File: src/rtl/mem_pkg.sv
// Shared encodings for the load/store unit:
// RV32I width codes, FSM states and the fault check.
package mem_pkg;

  localparam logic [2:0] F3_B  = 3'b000;
  localparam logic [2:0] F3_H  = 3'b001;
  localparam logic [2:0] F3_W  = 3'b010;
  localparam logic [2:0] F3_BU = 3'b100;
  localparam logic [2:0] F3_HU = 3'b101;

  typedef enum logic [1:0] {
    S_IDLE  = 2'd0,
    S_WRITE = 2'd1,
    S_RESP  = 2'd2
  } state_e;

  // Unknown width codes fault the same way as misalignment.
  function automatic logic is_misaligned(
    input logic [2:0] f3,
    input logic [1:0] lo
  );
    unique case (f3)
      F3_B, F3_BU: return 1'b0;
      F3_H, F3_HU: return lo[0];
      F3_W:        return |lo;
      default:     return 1'b1;
    endcase
  endfunction

endpackage

File: src/rtl/mem_access_unit_if.sv
// MEM-stage request/response and data-memory
// signals shared by the unit and its environment.
interface mem_access_unit_if #(
  parameter int WIDTH = 32
);

  logic             req_valid;
  logic             req_ready;
  logic             req_we;
  logic [2:0]       req_funct3;
  logic [WIDTH-1:0] req_addr;
  logic [WIDTH-1:0] req_wdata;
  logic             resp_valid;
  logic [WIDTH-1:0] resp_rdata;
  logic             resp_misaligned;
  logic             dmem_wen;
  logic [WIDTH-1:0] dmem_addr;
  logic [WIDTH-1:0] dmem_wdata;
  logic [WIDTH-1:0] dmem_rdata;

  modport slave (
    input  req_valid, req_we, req_funct3,
    input  req_addr, req_wdata, dmem_rdata,
    output req_ready, resp_valid,
    output resp_rdata, resp_misaligned,
    output dmem_wen, dmem_addr, dmem_wdata
  );

  modport master (
    output req_valid, req_we, req_funct3,
    output req_addr, req_wdata, dmem_rdata,
    input  req_ready, resp_valid,
    input  resp_rdata, resp_misaligned,
    input  dmem_wen, dmem_addr, dmem_wdata
  );

endinterface

File: src/rtl/ls_align.sv
// Byte-lane logic: store merge, load extract/extend
// and fault detection. Purely combinational.
module ls_align
  import mem_pkg::*;
#(
  parameter int WIDTH = 32
) (
  input  logic [2:0]       funct3,
  input  logic [1:0]       addr_lo,
  input  logic [WIDTH-1:0] wdata,
  input  logic [WIDTH-1:0] rword,
  output logic [WIDTH-1:0] merged,
  output logic [WIDTH-1:0] ldata,
  output logic             misaligned
);

  localparam logic [WIDTH-1:0] B_M = WIDTH'(8'hFF);
  localparam logic [WIDTH-1:0] H_M = WIDTH'(16'hFFFF);

  logic [4:0]       b_sh;
  logic [4:0]       h_sh;
  logic [WIDTH-1:0] rsh;
  logic [WIDTH-1:0] wsh;
  logic [WIDTH-1:0] mask;

  always_comb begin
    b_sh = {addr_lo, 3'b000};
    h_sh = {addr_lo[1], 4'b0000};
    rsh  = rword >> b_sh;
    wsh  = '0;
    mask = '0;
    ldata = '0;
    misaligned = is_misaligned(funct3, addr_lo);
    unique case (funct3)
      F3_B, F3_BU: begin
        mask = B_M << b_sh;
        wsh  = wdata << b_sh;
        ldata = {{(WIDTH-8){rsh[7] & ~funct3[2]}},
                 rsh[7:0]};
      end
      F3_H, F3_HU: begin
        mask = H_M << h_sh;
        wsh  = wdata << h_sh;
        ldata = {{(WIDTH-16){rsh[15] & ~funct3[2]}},
                 rsh[15:0]};
      end
      F3_W: begin
        mask  = '1;
        wsh   = wdata;
        ldata = rword;
      end
      default: begin
        mask  = '0;
        wsh   = '0;
        ldata = '0;
      end
    endcase
    merged = (rword & ~mask) | (wsh & mask);
  end

endmodule

File: src/rtl/mem_access_unit.sv
// MEM-stage load/store unit: one request at a time,
// read-modify-write for sub-word stores.
module mem_access_unit
  import mem_pkg::*;
#(
  parameter int WIDTH = 32
) (
  input  logic             clk,
  input  logic             rst_n,
  mem_access_unit_if.slave bus
);

  state_e           state_q, state_d;
  logic [WIDTH-1:0] addr_q, addr_d;
  logic [2:0]       f3_q, f3_d;
  logic [WIDTH-1:0] wdata_q, wdata_d;
  logic [WIDTH-1:0] rword_q, rword_d;
  logic             rv_q, rv_d;
  logic [WIDTH-1:0] rdata_q, rdata_d;
  logic             mis_q, mis_d;

  logic             idle;
  logic [2:0]       al_f3;
  logic [1:0]       al_lo;
  logic [WIDTH-1:0] al_wdata;
  logic [WIDTH-1:0] al_rword;
  logic [WIDTH-1:0] merged;
  logic [WIDTH-1:0] ldata;
  logic             mis;

  assign idle = (state_q == S_IDLE);

  // IDLE aligns the live request; later states
  // replay the values captured at accept.
  assign al_f3    = idle ? bus.req_funct3 : f3_q;
  assign al_lo    = idle ? bus.req_addr[1:0]
                         : addr_q[1:0];
  assign al_wdata = idle ? bus.req_wdata : wdata_q;
  assign al_rword = idle ? bus.dmem_rdata : rword_q;

  ls_align #(.WIDTH(WIDTH)) u_align (
    .funct3     (al_f3),
    .addr_lo    (al_lo),
    .wdata      (al_wdata),
    .rword      (al_rword),
    .merged     (merged),
    .ldata      (ldata),
    .misaligned (mis)
  );

  always_comb begin
    state_d = state_q;
    addr_d  = addr_q;
    f3_d    = f3_q;
    wdata_d = wdata_q;
    rword_d = rword_q;
    rv_d    = 1'b0;
    rdata_d = '0;
    mis_d   = 1'b0;
    unique case (state_q)
      S_IDLE: begin
        if (bus.req_valid) begin
          addr_d  = bus.req_addr;
          f3_d    = bus.req_funct3;
          wdata_d = bus.req_wdata;
          rword_d = bus.dmem_rdata;
          if (mis) begin
            state_d = S_RESP;
            rv_d    = 1'b1;
            mis_d   = 1'b1;
          end else if (bus.req_we) begin
            state_d = S_WRITE;
          end else begin
            state_d = S_RESP;
            rv_d    = 1'b1;
            rdata_d = ldata;
          end
        end
      end
      S_WRITE: begin
        state_d = S_RESP;
        rv_d    = 1'b1;
      end
      S_RESP: state_d = S_IDLE;
      default: state_d = S_IDLE;
    endcase
  end

  always_ff @(posedge clk) begin
    if (!rst_n) begin
      state_q <= S_IDLE;
      addr_q  <= '0;
      f3_q    <= '0;
      wdata_q <= '0;
      rword_q <= '0;
      rv_q    <= 1'b0;
      rdata_q <= '0;
      mis_q   <= 1'b0;
    end else begin
      state_q <= state_d;
      addr_q  <= addr_d;
      f3_q    <= f3_d;
      wdata_q <= wdata_d;
      rword_q <= rword_d;
      rv_q    <= rv_d;
      rdata_q <= rdata_d;
      mis_q   <= mis_d;
    end
  end

  assign bus.req_ready = rst_n & idle;
  assign bus.dmem_wen  = rst_n
                       & (state_q == S_WRITE);
  assign bus.dmem_addr = idle
    ? {bus.req_addr[WIDTH-1:2], 2'b00}
    : {addr_q[WIDTH-1:2], 2'b00};
  assign bus.dmem_wdata      = merged;
  assign bus.resp_valid      = rv_q;
  assign bus.resp_rdata      = rdata_q;
  assign bus.resp_misaligned = mis_q;

endmodule

File: src/flat_wrapper.sv
// flat-port wrapper written by rule: the top's interface ports become plain ports
module mem_access_unit_flat import mem_pkg::*;
#(
  parameter int WIDTH = 32
)
  (clk, rst_n, bus_req_valid, bus_req_we, bus_req_funct3, bus_req_addr, bus_req_wdata, bus_dmem_rdata, bus_req_ready, bus_resp_valid, bus_resp_rdata, bus_resp_misaligned, bus_dmem_wen, bus_dmem_addr, bus_dmem_wdata);
  mem_access_unit_if #(.WIDTH(WIDTH)) bus_i ();
  input  logic clk;
  input  logic rst_n;
  input wire logic [$bits(bus_i.req_valid)-1:0] bus_req_valid;
  input wire logic [$bits(bus_i.req_we)-1:0] bus_req_we;
  input wire logic [$bits(bus_i.req_funct3)-1:0] bus_req_funct3;
  input wire logic [$bits(bus_i.req_addr)-1:0] bus_req_addr;
  input wire logic [$bits(bus_i.req_wdata)-1:0] bus_req_wdata;
  input wire logic [$bits(bus_i.dmem_rdata)-1:0] bus_dmem_rdata;
  output wire logic [$bits(bus_i.req_ready)-1:0] bus_req_ready;
  output wire logic [$bits(bus_i.resp_valid)-1:0] bus_resp_valid;
  output wire logic [$bits(bus_i.resp_rdata)-1:0] bus_resp_rdata;
  output wire logic [$bits(bus_i.resp_misaligned)-1:0] bus_resp_misaligned;
  output wire logic [$bits(bus_i.dmem_wen)-1:0] bus_dmem_wen;
  output wire logic [$bits(bus_i.dmem_addr)-1:0] bus_dmem_addr;
  output wire logic [$bits(bus_i.dmem_wdata)-1:0] bus_dmem_wdata;
  assign bus_i.req_valid = bus_req_valid;
  assign bus_i.req_we = bus_req_we;
  assign bus_i.req_funct3 = bus_req_funct3;
  assign bus_i.req_addr = bus_req_addr;
  assign bus_i.req_wdata = bus_req_wdata;
  assign bus_i.dmem_rdata = bus_dmem_rdata;
  assign bus_req_ready = bus_i.req_ready;
  assign bus_resp_valid = bus_i.resp_valid;
  assign bus_resp_rdata = bus_i.resp_rdata;
  assign bus_resp_misaligned = bus_i.resp_misaligned;
  assign bus_dmem_wen = bus_i.dmem_wen;
  assign bus_dmem_addr = bus_i.dmem_addr;
  assign bus_dmem_wdata = bus_i.dmem_wdata;
  mem_access_unit #(.WIDTH(WIDTH)) u_core (.clk(clk), .rst_n(rst_n), .bus(bus_i));
endmodule
File: config.mk
export PLATFORM = sky130hd
export DESIGN_NAME = mem_access_unit_flat
export DESIGN_NICKNAME = d
export VERILOG_FILES = /design/src/rtl/mem_pkg.sv /design/src/rtl/mem_access_unit_if.sv /design/src/rtl/ls_align.sv /design/src/rtl/mem_access_unit.sv /design/src/flat_wrapper.sv
export SDC_FILE = /design/constraint.sdc
export NUM_CORES = 1
export LEC_CHECK = 0
export CORE_MARGIN = 2
export CORE_UTILIZATION = 52
export CTS_CLUSTER_SIZE = 14
export DETAILED_ROUTE_END_ITERATION = 8
export GPL_TIMING_DRIVEN = 0
export PLACE_DENSITY = 0.86
export SLEW_MARGIN = 20
export SYNTH_ARGS = -nofsm -noshare
export SYNTH_HDL_FRONTEND = slang
export SYNTH_HIERARCHICAL = 1
export SYNTH_SLANG_ARGS = --single-unit
File: constraint.sdc
create_clock -name clk -period 7.9 [get_ports clk]
set_input_delay 1.185 -clock clk [delete_from_list [all_inputs] [get_ports clk]]
set_output_delay 1.185 -clock clk [all_outputs]
set_load 0.03 [all_outputs]
==> qor.yml <==
sta:
  rsz0062_at_grt: "no"
  clock_skew_ns: 0.006595
  fin_ws_ns: 2.446
  setup-tns-final_ns: 0
  finalCriticalPeriod_ns: 5.454
  period_share_pct: 69.04
  slew_violations: 0
  timing.hold.ws_ns: 0.4505
  setup_viol: 0
  max_freq_mhz: 183.3
  hold_viol: 0
  tightest_slew_ns: 0.6885
  relSlewSlack_pct: 53.82
synth:
  synth_top_area_share_pct: 37.08
  ys_types: 46
  synthCells: 858
  seq_area_frac_synth_pct: 37.08
  netlist_area_um2: 7288
  synth-warning-count: 6
  synth_edf_count: 0
  synthArstFlopShare_pct: 0
  ys_ff_latch: 135
  syn_avg_cell_area_um2: 8.494
  synth_area_leaders: "dfxtp_1 (37%), mux2_2 (18%), nand3_1 (6.8%)"
  yosysTopAreaCell: "dfxtp_1"
  synth.most_common_cell: "dfxtp_1"
  yosys-top-cells-count: "dfxtp_1 (135), nand2_1 (123), mux2_2 (114), nand3_1 (99), o21ai_0 (87)"
  ys.flop_type: "dfxtp_1"
pwr:
  power.density_nw_per_um2: 231.3
  p_total_mw: 2.343
  ir_drop_mv: 0.1551
  p_leak_nw: 3.871
outcome:
  status: "completed"
clocking:
  cts_root_buf: "clkbuf_16"
  h-tree-depth: 4
  cts.path.max_buffers: 2
  holdBufCountCts: 0
  tritoncts: "done"
  cts-resized-gates: 0
  clock-sinks: 135
  worstSkewPairLatency_ns: 0.42
  cts.clk_slew.worst_paths_ns: 0.06
  postCtsSetupBuffers: 0
  numCtsBuffers: 17
grt:
  grt_max_degree: 17
  grt_usage_pct: 32.70
  grt_first_pass_wirelength_um: 37330
  grt_overflow: 0
  grt_pass1_vias: 7113
  antenna_found_initial: 0
finish:
  n_antenna_cell: 0
  finalNetCount: 1181
  stdcell_count: 1271
  stdcell_area_um2: 10130
  final_util_pct: 73.55
  final_layout_size_suffix_gt1_share_pct: 19.07
  syn_to_final_growth_pct: 38.99
floorplanning:
  ios: 203
  initial_utilization_pct: 52.92
  core-area_um2: 13770
  fp.dieH_um: 122.4
  die_x_um: 122.4
  die-area_um2: 14980
  std_cell_rows: 43
route:
  post-route-drc-count: 0
  first_pass_iters: 6
  routed_wl_um: 24490
  route.vias.total: 7497
  avgRoutedWirePerCell_um: 19.27
  via_per_inst: 5.899
  ant_nets: 0
  drt_iter0_drc: 1015
place:
  place_inst: 1239
  io_buffers: 200
  dp_hpwl_um: 17670
  placed_area_um2: 9519
  gp_congestion: 0.9625
  dp_slack_ns: 2.784
flow_run:
  maxCapViolations: 0
worst_setup_path:
  worstPathArrival_ns: 4.27
  critical_path_required_ns: 6.71
  critPathKind: "reg2out"
  crit_path_end_kind: "primary output"
  cp-start-kind: "flip-flop"
  cp_max_fo: 10
  rrSetupSlack_ns: 4.20
min_path:
  hold_path.class: "reg2reg"
-- worst paths after layout --
path	start	end	cells after the start
worst max-delay path	u_core/state_q[1]$_SDFFE_PN0P_	bus_dmem_wdata[14]	12
worst min-delay path	u_core/f3_q[1]$_SDFFE_PN0P_	u_core/f3_q[1]$_SDFFE_PN0P_	2
worst min register to register	u_core/f3_q[1]$_SDFFE_PN0P_	u_core/f3_q[1]$_SDFFE_PN0P_	2
worst max register to register	u_core/state_q[1]$_SDFFE_PN0P_	u_core/bus.resp_rdata[3]$_SDFF_PP0_	11
-- logic make-up (layout without fill, tap and decap cells) --
group           count (synthesis)  in the layout  synth area share (%)
compound gates                206            206                 17.15
buf+inv                        84            316                 6.300
flops                         135            135                 37.08
mux                           124            124                 18.99
other cells                     1              2               0.05145
simple gates                  308            308                 20.43
-- state kept, by name (all words and copies together) (netlist names) --
| signal | flops |
|---|---|
| u_core/bus.resp_misaligned | 1 |
| u_core/addr_q | 32 |
| u_core/f3_q | 3 |
| u_core/state_q | 2 |
| u_core/wdata_q | 32 |
| u_core/bus.resp_valid | 1 |
| u_core/rword_q | 32 |
| u_core/bus.resp_rdata | 32 |
-- where the power goes --
| group | switching [mW] | total, mW | leakage (nW) | internal, mW |
|---|---|---|---|---|
| logic | 0.446 | 0.781 | 2.46 | 0.334 |
| registers | 0.0195 | 0.743 | 1.11 | 0.724 |
| clock network | 0.291 | 0.819 | 0.304 | 0.528 |
| total | 0.757 | 2.34 | 3.87 | 1.59 |
-- layout by cell type, fill, tap and decap left out, drive strengths merged, types with 9 or more instances in the layout --
cell             n
nand3           99
and2            33
a22oi           22
nor2            29
o21ai          111
nand2          123
dfxtp          135
mux2           114
a21oi           36
clkdlybuf4s50  200
mux2i           10
a21o             9
clkbuf          60
buf             47
-- layer usage --
metal | wire, µm | vias up | track usage, %
met1 | 10020 | 3535 | 42.77
met3 | 2267 | 69 | 6.366
li1 | - | 3462 | -
met4 | 828 | 0 | 14.22
met2 | 11380 | 431 | 52.50
met5 | 0 | - | 0
-- cell type report --
class                           instances  area, µm²
Multi-Input combinational cell        640       4130
Fill cell                            1053       3643
Sequential cell                       135       2703
Timing Repair Buffer                  200       2002
Clock buffer                           24      491.7
Buffer                                 83      455.4
Tap cell                              180      225.2
Clock inverter                          8      118.9
Inverter                                1      3.754
-- critical path: stages (launching register included) --
cell and delay [ns]:
dfxtp_1 0.30, buf_2 0.16, nor2_2 0.51, buf_2 0.40, mux2_2 0.39, buf_6 0.14, or2_0 0.21, buf_2 0.18
o21ai_4 0.30, buf_6 0.19, a22oi_1 0.07, a21oi_1 0.26, clkdlybuf4s50_1 0.72
Power figures use the tool's default switching activity.
